File: src/rtl/if_fetch_ctrl.sv
// -----------------------------------------------------------------------------
// if_fetch_ctrl
//   Instruction-fetch sequencer for a word-addressed instruction memory with a
//   combinational read. It owns the fetch PC, captures returned words into a
//   small prefetch queue and presents {pc, instr} to decode over valid/ready.
//   A redirect flushes the queue and restarts fetch. A halt request stops
//   fetching while the queue keeps draining.
//
// Parameters
//   AW        fetch PC width in words (memory depth 2**AW)
//   RESET_PC  word address fetched first after reset
//   QDEPTH    prefetch queue entries, power of two, >= 2
//
// Ports
//   clk            clock, rising edge
//   rst            asynchronous active-low reset
//   im_addr        word address to memory, zero-extended fetch PC
//   im_data        instruction word from memory, valid in the same cycle
//   out_valid      queue head valid
//   out_instr      queue head instruction (0 when empty)
//   out_pc         queue head word address (0 when empty)
//   out_ready      decode accepts the head this cycle
//   redirect       flush the queue and restart fetch at redirect_pc
//   redirect_pc    new word address
//   halt_req       stop fetching while high
//   fetching       FSM is in RUN
//
// Optional feature (macro IF_PERF_CNT_EN)
//   perf_fetch_cnt +1 per queue push, wraps at 2**32
//   perf_flush_cnt +1 per accepted redirect, wraps at 2**32
// -----------------------------------------------------------------------------
module if_fetch_ctrl #(
   parameter int unsigned AW       = 6,
   parameter int unsigned RESET_PC = 0,
   parameter int unsigned QDEPTH   = 2
) (
   input  logic          clk,
   input  logic          rst,
   output logic [31:0]   im_addr,
   input  logic [31:0]   im_data,
   output logic          out_valid,
   output logic [31:0]   out_instr,
   output logic [AW-1:0] out_pc,
   input  logic          out_ready,
   input  logic          redirect,
   input  logic [AW-1:0] redirect_pc,
   input  logic          halt_req,
`ifdef IF_PERF_CNT_EN
   output logic [31:0]   perf_fetch_cnt,
   output logic [31:0]   perf_flush_cnt,
`endif
   output logic          fetching
);

   localparam int unsigned   PW    = $clog2(QDEPTH);
   localparam int unsigned   CW    = PW + 1;
   localparam logic [AW-1:0] RstPc = AW'(RESET_PC);
   localparam logic [CW-1:0] QFull = CW'(QDEPTH);

   typedef enum logic [1:0] {
      StIdle   = 2'd0,
      StRun    = 2'd1,
      StHalted = 2'd2
   } state_e;

   state_e        state_q, state_d;

   logic [AW-1:0] fetch_pc_q, fetch_pc_d;
   logic [PW-1:0] wr_ptr_q, wr_ptr_d;
   logic [PW-1:0] rd_ptr_q, rd_ptr_d;
   logic [CW-1:0] count_q, count_d;
   logic [AW-1:0] q_pc_q    [QDEPTH];
   logic [31:0]   q_instr_q [QDEPTH];

   logic          flush;
   logic          pop;
   logic          push;

   // ---------------------------------------------------------------------------
   // FSM: state register
   // ---------------------------------------------------------------------------
   always_ff @(posedge clk or negedge rst) begin
      if (!rst) begin
         state_q <= StIdle;
      end else begin
         state_q <= state_d;
      end
   end

   // ---------------------------------------------------------------------------
   // FSM: next state. IDLE lasts exactly one cycle so memory settles after reset.
   // ---------------------------------------------------------------------------
   always_comb begin
      state_d = state_q;
      unique case (state_q)
         StIdle:   state_d = StRun;
         StRun:    if (halt_req)  state_d = StHalted;
         StHalted: if (!halt_req) state_d = StRun;
         default:  state_d = StIdle;
      endcase
   end

   // ---------------------------------------------------------------------------
   // FSM: outputs
   // ---------------------------------------------------------------------------
   always_comb begin
      fetching = (state_q == StRun);
      // A redirect is ignored in IDLE; everywhere else it flushes and loads the PC.
      flush    = redirect && (state_q != StIdle);
   end

   // ---------------------------------------------------------------------------
   // Queue control and fetch PC
   // ---------------------------------------------------------------------------
   always_comb begin
      // The head shown during a redirect cycle is discarded, not consumed.
      pop        = out_valid && out_ready && !flush;
      // A full queue may still accept a word when the head leaves this cycle.
      push       = fetching && !redirect && ((count_q < QFull) || pop);

      fetch_pc_d = fetch_pc_q;
      wr_ptr_d   = wr_ptr_q;
      rd_ptr_d   = rd_ptr_q;
      count_d    = count_q;

      if (flush) begin
         fetch_pc_d = redirect_pc;
         wr_ptr_d   = '0;
         rd_ptr_d   = '0;
         count_d    = '0;
      end else begin
         if (push) begin
            fetch_pc_d = fetch_pc_q + AW'(1);
            wr_ptr_d   = wr_ptr_q + PW'(1);
         end
         if (pop) begin
            rd_ptr_d = rd_ptr_q + PW'(1);
         end
         if (push && !pop) begin
            count_d = count_q + CW'(1);
         end else if (!push && pop) begin
            count_d = count_q - CW'(1);
         end
      end
   end

   always_ff @(posedge clk or negedge rst) begin
      if (!rst) begin
         fetch_pc_q <= RstPc;
         wr_ptr_q   <= '0;
         rd_ptr_q   <= '0;
         count_q    <= '0;
      end else begin
         fetch_pc_q <= fetch_pc_d;
         wr_ptr_q   <= wr_ptr_d;
         rd_ptr_q   <= rd_ptr_d;
         count_q    <= count_d;
      end
   end

   // ---------------------------------------------------------------------------
   // Queue storage
   // ---------------------------------------------------------------------------
   always_ff @(posedge clk or negedge rst) begin
      if (!rst) begin
         for (int unsigned i = 0; i < QDEPTH; i++) begin
            q_pc_q[PW'(i)]    <= '0;
            q_instr_q[PW'(i)] <= '0;
         end
      end else if (push) begin
         q_pc_q[wr_ptr_q]    <= fetch_pc_q;
         q_instr_q[wr_ptr_q] <= im_data;
      end
   end

   // ---------------------------------------------------------------------------
   // Outputs. No bypass: a pushed word appears one cycle after its push.
   // ---------------------------------------------------------------------------
   assign out_valid = (count_q != '0);
   assign out_pc    = out_valid ? q_pc_q[rd_ptr_q]    : '0;
   assign out_instr = out_valid ? q_instr_q[rd_ptr_q] : '0;
   assign im_addr   = {{(32-AW){1'b0}}, fetch_pc_q};

`ifdef IF_PERF_CNT_EN
   // ---------------------------------------------------------------------------
   // Performance counters
   // ---------------------------------------------------------------------------
   logic [31:0] perf_fetch_q;
   logic [31:0] perf_flush_q;

   always_ff @(posedge clk or negedge rst) begin
      if (!rst) begin
         perf_fetch_q <= '0;
         perf_flush_q <= '0;
      end else begin
         if (push) perf_fetch_q <= perf_fetch_q + 32'd1;
         if (flush) perf_flush_q <= perf_flush_q + 32'd1;
      end
   end

   assign perf_fetch_cnt = perf_fetch_q;
   assign perf_flush_cnt = perf_flush_q;
`endif

endmodule

File: config.mk
export PLATFORM = sky130hd
export DESIGN_NAME = if_fetch_ctrl
export DESIGN_NICKNAME = d
export VERILOG_FILES = /design/src/rtl/if_fetch_ctrl.sv
export SDC_FILE = /design/constraint.sdc
export NUM_CORES = 1
export LEC_CHECK = 0
export ABC_AREA = 1
export CAP_MARGIN = 25
export CORE_ASPECT_RATIO = 0.7
export CORE_UTILIZATION = 54
export CTS_BUF_LIST = sky130_fd_sc_hd__clkbuf_4 sky130_fd_sc_hd__clkbuf_8
export DETAILED_ROUTE_END_ITERATION = 12
export PLACE_DENSITY = 0.85
export REMOVE_ABC_BUFFERS = 1
export SLEW_MARGIN = 40
export SYNTH_ARGS = -nofsm -noshare
export SYNTH_HDL_FRONTEND = slang
export SYNTH_SLANG_ARGS = --single-unit
File: constraint.sdc
create_clock -name clk -period 4.5 [get_ports clk]
set_clock_uncertainty 0.2 [all_clocks]
set_input_delay 0.675 -clock clk [delete_from_list [all_inputs] [get_ports clk]]
set_output_delay 0.675 -clock clk [all_outputs]
set_load 0.03 [all_outputs]
Word level (Yosys, flattened, before mapping):

Index checks and enable logic that the tools add are counted.

* output and inout bits: 72
* input bits: 43
* register bits after elaboration: 88
* logic and storage cells: 70

* mux-type cells: 26
* add/subtract/negate cells: 5
* order comparisons: 4
* reduce and logical (&&, ||, !) cells: 20
* bitwise operators: 2
* equality and inequality tests: 4

Operators by type and width (number)
* 32-bit 2-to-1 mux: 5
* 64-bit bitwise mux: 1
* 6-bit 2-to-1 mux: 7
* 32-bit demux with 1-bit select: 1
* 12-bit bitwise mux: 1
* 2-bit 2-to-1 mux: 5
* 1-bit logical AND: 8
* 2-bit nonzero test: 4
* 6-bit by 1-bit adder with 6-bit output (second input constant): 1
* 6-bit demux with 1-bit select: 1
* 2-bit one-hot mux with 3 select lines: 1
* 2-bit >= comparator (second input constant): 2
* 1-bit logical NOT: 4
* 1-bit 2-to-1 mux: 4
* 2-bit != test (second input constant): 2
* 1-bit inverter with 2-bit output: 2
* 3-bit nonzero test: 1
* 1-bit adder (second input constant): 2
* 2-bit by 1-bit adder with 2-bit output (second input constant): 1
* 2-bit by 1-bit equality test with 1-bit output (second input constant): 1
* 2-bit equality test (second input constant): 1
* 2-bit logical NOT: 1
* 2-bit by 1-bit < comparator with 1-bit output (second input constant): 1
* 2-bit < comparator (second input constant): 1
* other kinds (3): 3

Depth between registers and ports, before layout:

Gate-level depths: netlist (run 1).

* depth after elaboration: 11
* depth in mapped cells: 12

Worst setup path after synthesis (run 1):

Ideal clock, no wire load.

* kind: reg2out
* start point: register rd_ptr_q
* end point: output out_instr[0]
* data required time: 3.625 ns
* slack: 2.148 ns
* data arrival time: 1.477 ns
* path buffers: 2
* cell stages (with the launch flop): 5
* cells stage by stage: dfrtp_1 > clkbuf_1 > clkbuf_1 > nand2_1 > a21oi_1

* cells in the longest elaborated chain, start to end: 5

Ends and longest elaborated chain
* start: declaration: RTL line 70 `logic [PW-1:0] rd_ptr_q, rd_ptr_d;`
* start signal: assignment: RTL line 156 `rd_ptr_q <= rd_ptr_d;`
* 1-bit inverter with 2-bit output (implied by the code): RTL line 181 `assign out_instr = out_valid ? q_instr_q[rd_ptr_q] : '0;`
* 32-bit 2-to-1 mux (implied by the code) (3 in series): RTL line 181
* 32-bit 2-to-1 mux: RTL line 181
* end: declaration: RTL line 42 `output logic [31:0] out_instr,`

Every way passes these cells. The select of a mux whose other input is x is not followed.

Worst setup path after layout (run 1):

* start point: register rd_ptr_q
* end point: output out_pc[2]

* cells in the longest elaborated chain, start to end: 5

Ends and longest elaborated chain
* 1-bit inverter with 2-bit output (implied by the code): RTL line 180 `assign out_pc = out_valid ? q_pc_q[rd_ptr_q] : '0;`
* 6-bit 2-to-1 mux (implied by the code) (3 in series): RTL line 180
* 6-bit 2-to-1 mux: RTL line 180
* end: declaration: RTL line 43 `output logic [AW-1:0] out_pc,`

Every way passes these cells. The select of a mux whose other input is x is not followed.

==> flow_summary.json, run 1 <==
{
  "via_count": 3986,
  "stdcell_count": 767,
  "crit_chain": "inv_1 -> buf_4 -> nand2_1 -> a21oi_1 -> clkdlybuf4s50_1",
  "synth_top_area_share_pct": 50.5,
  "cp_slowest_cell": "clkdlybuf4s50_1",
  "worst-path-max-fanout": 21,
  "post-synth-top-count-cell": "nand2_1",
  "tns_ps": 0,
  "use_met1_pct": 37.2,
  "ctsHoldBuffers": 0,
  "comb_power_share_pct": 49.5,
  "reg2regPathDepth": 11,
  "grtUsageMet3_pct": 8.76,
  "boundaryPins": 115,
  "cts_tree": "yes",
  "rows": 27,
  "cp-start-kind": "flip-flop",
  "setup_viol": 0,
  "rsz0062_at_grt": "no",
  "grt_pass1_vias": 3729,
  "place_inst": 751,
  "synth.distinct_cells": 21,
  "setup_ws_ps": 1060,
  "path_clk_slew_ps": 80,
  "dominantRegCellSynth": "dfrtp_1",
  "synth_common_cells": "349 x nand2_1, 88 x dfrtp_1, 41 x a21oi_1",
  "ys_ff_latch": 88,
  "p_clk_share_pct": 13.8,
  "grt_max_degree": 89,
  "power_w": 0.00391,
  "final_layout_size_suffix_gt1_share_pct": 5.56,
  "cts.path.max_buffers": 2,
  "cts-root-buf": "clkbuf_8",
  "post-route-drc-count": 0,
  "worstPathArrival_ps": 2570,
  "power_frac_seq_pct": 36.6,
  "cellLeakagePower_nw": 2.75,
  "via_per_inst": 5.20,
  "insertedDiodeCount": 0,
  "peakVddDrop_uv": 374,
  "antenna_found_initial": 0,
  "p_per_area_nw_per_um2": 722,
  "nNetsFinal": 705,
  "synth_area_leaders": "dfrtp_1 51%, nand2_1 30%, buf_4 5.5%, a21oi_1 4.7%, nand3_1 1.4%",
  "drt-initial-drc-count": 312,
  "maxSlewViolCount": 0,
  "chipHeight_um": 77.2,
  "grt_pass1_wl_mm": 17.5,
  "utilization_pct": 69.1,
  "p_sw_share_pct": 44.8,
  "portBuffers": 88,
  "cp-end-kind": "output pin",
  "finalCritPeriodShare_pct": 76.5,
  "max_cap_violations": 0,
  "status": "completed",
  "dieArea_um2": 8440,
  "antenna_left": 0,
  "period_needed_ps": 3440,
  "area_delta_synth_final_pct": 24.3,
  "yosysTopAreaCell": "dfrtp_1",
  "met2_usage_pct": 40.8,
  "ys_seq_area_share_pct": 50.5,
  "gp_congestion": 0.781,
  "hold_class": "in -> async",
  "synthCells": 586,
  "h-tree-depth": 3,
  "hold_viol_final": 0,
  "track_usage_pct": 27.4,
  "start_util_pct": 55.6,
  "ctsResizeCount": 0,
  "max_freq_mhz": 291,
  "avgSynthCellArea_um2": 7.44,
  "cts_made_buffers": 9,
  "core_um2": 7840,
  "clk_latency_ps": 370,
  "dp_slack_ps": 1500,
  "clock-sinks": 88,
  "die_x_um": 109,
  "routed_wl_mm": 10.7,
  "wl_per_cell_um": 14.0,
  "dp_hpwl_mm": 7.09,
  "post_cts_buffers": 0,
  "synth_edf_count": 0,
  "maxSlewHeadroom_pct": 55.1,
  "first_pass_iters": 5,
  "netlist_area_um2": 4360,
  "intPower_w": 0.00216,
  "power.switching_w": 0.00175,
  "crit_type": "reg -> out",
  "grt-ovfl-total": 0,
  "busiest_layer": "met2",
  "crit_path_max_incr_delay_ps": 710,
  "cp.required_ps": 3620,
  "async_flop_share_pct": 100,
  "worstMarginPinSlew_ps": 674,
  "ys_warn_count": 0
}
## cell usage in the layout (no fill, tap or decap), types with 4 or more instances in the layout
cell type / netlist / routed
nand2_1: 349 / 349
o21ai_0: 5 / 5
dfrtp_1: 88 / 88
conb_1: 1 / 26
clkbuf_8: 0 / 10
nand4_1: 4 / 4
clkdlybuf4s50_1: 0 / 87
nand3_1: 12 / 12
a21oi_1: 41 / 41
inv_1: 10 / 10
## critical path: cells and delay by family, from the launching register on
kind	cells	cell delay, ps
buffers and inverters	3	1550
DFF	1	380
AOI/OAI and AO/OA	1	170
and+or+nand+nor	1	80
## power by group through the flow
stage / clock (W) / sequential (W) / combinational [W]
2_1_floorplan: 0 / 0.00143 / 0.00110
3_3_place_gp: 0 / 0.00141 / 0.00179
3_5_place_dp: 0 / 0.00143 / 0.00193
4_1_cts: 0.000550 / 0.00142 / 0.00194
5_1_grt: 0.000583 / 0.00147 / 0.00213
6_report: 0.000541 / 0.00143 / 0.00194
## stage by stage
step / area, µm² / hold WS (ps)
2_1_floorplan: 4070 / 179
3_3_place_gp: 5110 / 253
3_5_place_dp: 5220 / 259
4_1_cts: 5410 / 186
5_1_grt: 5420 / 188
6_report: 5420 / 145
## registers in the layout, summed over array words and instances (netlist names)
signal      flops
fetch_pc_q      6
wr_ptr_q        1
count_q         2
q_pc_q         12
state_q         2
rd_ptr_q        1
q_instr_q      64
## cell families (layout without fill, tap and decap cells)
group | Yosys count | after routing | synth area share [%]
fa+ha+maj | 1 | 1 | 0.287
simple gates | 376 | 376 | 33.4
other cells | 1 | 26 | 0.0861
flops | 88 | 88 | 50.5
compound gates | 47 | 47 | 5.40
xor+xnor | 1 | 1 | 0.201
buf+inv | 72 | 127 | 10.1
## routing by layer
metal	up-vias	part of all wire (%)
met5	-	0
met4	0	2.0
met3	27	9.0
met2	200	45
met1	1862	44
li1	1897	-
## layout make-up
cell class              count  area (µm²)
flip-flops and latches     88        2200
well taps                 101         126
repair buffers             96        1010
multi-input cells         451        1830
inverters                  15        56.3
clock buffers              12         146
clock inverters             4        45.0
fillers                   663        2420
## worst paths after layout
path	from	to	slack, ps
max	rd_ptr_q$_DFFE_PN0P_	out_pc[2]	1060
min	rst	q_instr_q[51]$_DFFE_PN0P_	150
max reg2reg	state_q[0]$_DFFE_PN0P_	q_instr_q[12]$_DFFE_PN0P_	2240
min reg2reg	q_instr_q[10]$_DFFE_PN0P_	q_instr_q[10]$_DFFE_PN0P_	270
max in group asynchronous	rst	q_instr_q[32]$_DFFE_PN0P_	3490
min in group clk	q_instr_q[10]$_DFFE_PN0P_	q_instr_q[10]$_DFFE_PN0P_	270
Power figures use the tool's default switching activity.
==> run 2: changes to the inputs <==
Settings changed: CORE_UTILIZATION 54 to 50, PLACE_DENSITY 0.85 to 0.79.
Clock period 4.5 ns to 3.26 ns, I/O delays scaled along.
==> run 2 against run 1 <==
  * Sequential share of layout area decreased by 0.13 points
  * Register-to-register slack got worse by 1200 ps
  * Wire length is 0.81% lower
  * Critical path depth stayed put
  * Power grew 36%
  * Critical path type unchanged
  * Highest routed layer unchanged
==> flow_summary.json, run 2 (same netlist as run 1, synthesis figures left out) <==
{
  "stdcell_count": 789,
  "dp_slack_ps": 643,
  "track_usage_pct": 25.3,
  "via_per_inst": 4.90,
  "crit_type": "reg -> out",
  "regMostFlops": "q_instr_q",
  "crit_path_max_incr_delay_ps": 710,
  "cp.required_ps": 2570,
  "insertedDiodeCount": 0,
  "period_needed_ps": 3000,
  "largest_reg_flops": 64,
  "use_met1_pct": 35.4,
  "setup_ws_ps": 259,
  "drt-initial-drc-count": 351,
  "comb_power_share_pct": 49.1,
  "wl_per_cell_um": 13.5,
  "nNetsFinal": 708,
  "worstMarginPinSlew_ps": 693,
  "most-common-layout-cells": "349 x nand2_1, 88 x dfrtp_1, 87 x clkdlybuf4s50_1",
  "met2_usage_pct": 38.9,
  "boundaryPins": 115,
  "post-route-drc-count": 0,
  "cts_made_buffers": 9,
  "worst-path-max-fanout": 16,
  "p_clk_share_pct": 14.1,
  "hold_viol_final": 0,
  "routed_wl_mm": 10.6,
  "maxSlewHeadroom_pct": 53.8,
  "dieArea_um2": 9100,
  "max_freq_mhz": 333,
  "worstPathArrival_ps": 2310,
  "cp_slowest_cell": "clkdlybuf4s50_1",
  "p_sw_share_pct": 45.2,
  "rsz0062_at_grt": "no",
  "power.switching_w": 0.00241,
  "place_inst": 772,
  "dp_hpwl_mm": 6.80,
  "dpl_cell_area_um2": 5230,
  "tns_ps": 0,
  "via_count": 3868,
  "status": "completed",
  "die_x_um": 114,
  "clk_latency_ps": 360,
  "grt_pass1_wl_mm": 17.7,
  "cts.path.max_buffers": 2,
  "start_util_pct": 51.6,
  "post_cts_buffers": 0,
  "clock-sinks": 88,
  "cts-root-buf": "clkbuf_8",
  "portBuffers": 88,
  "layout_commonest_cell": "nand2_1",
  "crit_chain": "inv_1 -> buf_4 -> nand2_1 -> a21oi_1 -> clkdlybuf4s50_1",
  "path_clk_slew_ps": 80,
  "cts_tree": "yes",
  "max_cap_violations": 0,
  "rows": 28,
  "antenna_left": 0,
  "cellLeakagePower_nw": 2.74,
  "antenna_found_initial": 0,
  "p_per_area_nw_per_um2": 979,
  "peakVddDrop_uv": 444,
  "busiest_layer": "met2",
  "cp-end-kind": "output pin",
  "final_layout_size_suffix_gt1_share_pct": 5.83,
  "grt_max_degree": 55,
  "chipHeight_um": 80.1,
  "area_delta_synth_final_pct": 24.7,
  "reg_top3": "q_instr_q x64, q_pc_q x12, fetch_pc_q x6",
  "gp_congestion": 0.801,
  "cp-start-kind": "flip-flop",
  "setup_viol": 0,
  "power_frac_seq_pct": 36.8,
  "core_um2": 8440,
  "grtUsageMet3_pct": 7.47,
  "crit_family": "buffers and inverters",
  "design_area_um2": 5430,
  "intPower_w": 0.00291,
  "h-tree-depth": 3,
  "path_buf_inv": 3,
  "first_pass_iters": 5,
  "grt_pass1_vias": 3647,
  "hold_class": "reg -> reg",
  "grt-ovfl-total": 0,
  "finalCritPeriodShare_pct": 92.1,
  "maxSlewViolCount": 0
}
## run 2: timing repair
| item | 4_1_cts | 5_1_grt |
|---|---|---|
| hold buffers | 1 | 0 |
| hold endpoints to repair | 53 | 0 |
| gates resized for setup | 0 | 0 |
## run 2: worst paths after layout
kind / cells past startpoint / end / slack, ps / from
worst max-delay path: 5 / out_instr[22] / 260 / rd_ptr_q$_DFFE_PN0P_
worst min-delay path: 2 / q_instr_q[50]$_DFFE_PN0P_ / 270 / q_instr_q[50]$_DFFE_PN0P_
worst max register to register: 11 / q_pc_q[2]$_DFFE_PN0P_ / 1010 / count_q[1]$_DFFE_PN0P_
worst min register to register: 2 / q_instr_q[50]$_DFFE_PN0P_ / 270 / q_instr_q[50]$_DFFE_PN0P_
max in group asynchronous: 3 / fetch_pc_q[0]$_DFFE_PN0P_ / 1690 / rst
min in group asynchronous: 2 / q_instr_q[19]$_DFFE_PN0P_ / 520 / rst
## run 2: power groups by stage
stage          Clock (W)  Combinational [W]  Sequential, W
2_1_floorplan          0            0.00152        0.00198
3_3_place_gp           0            0.00255        0.00195
3_5_place_dp           0            0.00261        0.00196
4_1_cts         0.000767            0.00262        0.00195
5_1_grt         0.000816            0.00288        0.00203
6_report        0.000752            0.00261        0.00196
## run 2: area by class of cell
class | instances | area, µm²
Fill cell | 748 | 3010
Sequential cell | 88 | 2200
Multi-Input combinational cell | 451 | 1830
Timing Repair Buffer | 99 | 1000
Tap cell | 120 | 150
Clock buffer | 9 | 124
Clock inverter | 7 | 72.6
Inverter | 15 | 56.3
## run 2: tightest hold or removal path, stage by stage (launching register included)
cell and delay, ps:
dfrtp_1 350, nand2_1 50, nand2_1 50
## run 2: per-stage QoR
stage | util (%) | power [W] | hold WS (ps)
2_1_floorplan | - | 0.00350 | -6.59
3_3_place_gp | 61.9 | 0.00450 | 253
3_5_place_dp | 61.9 | 0.00458 | 259
4_1_cts | 64.4 | 0.00534 | 278
5_1_grt | 64.4 | 0.00572 | 301
6_report | 64.4 | 0.00532 | 273
## run 2: layer usage
metal,vias up,part of all wire (%)
met5,-,0
met4,0,0.70
met3,10,7.0
met2,144,46
met1,1815,46
li1,1899,-
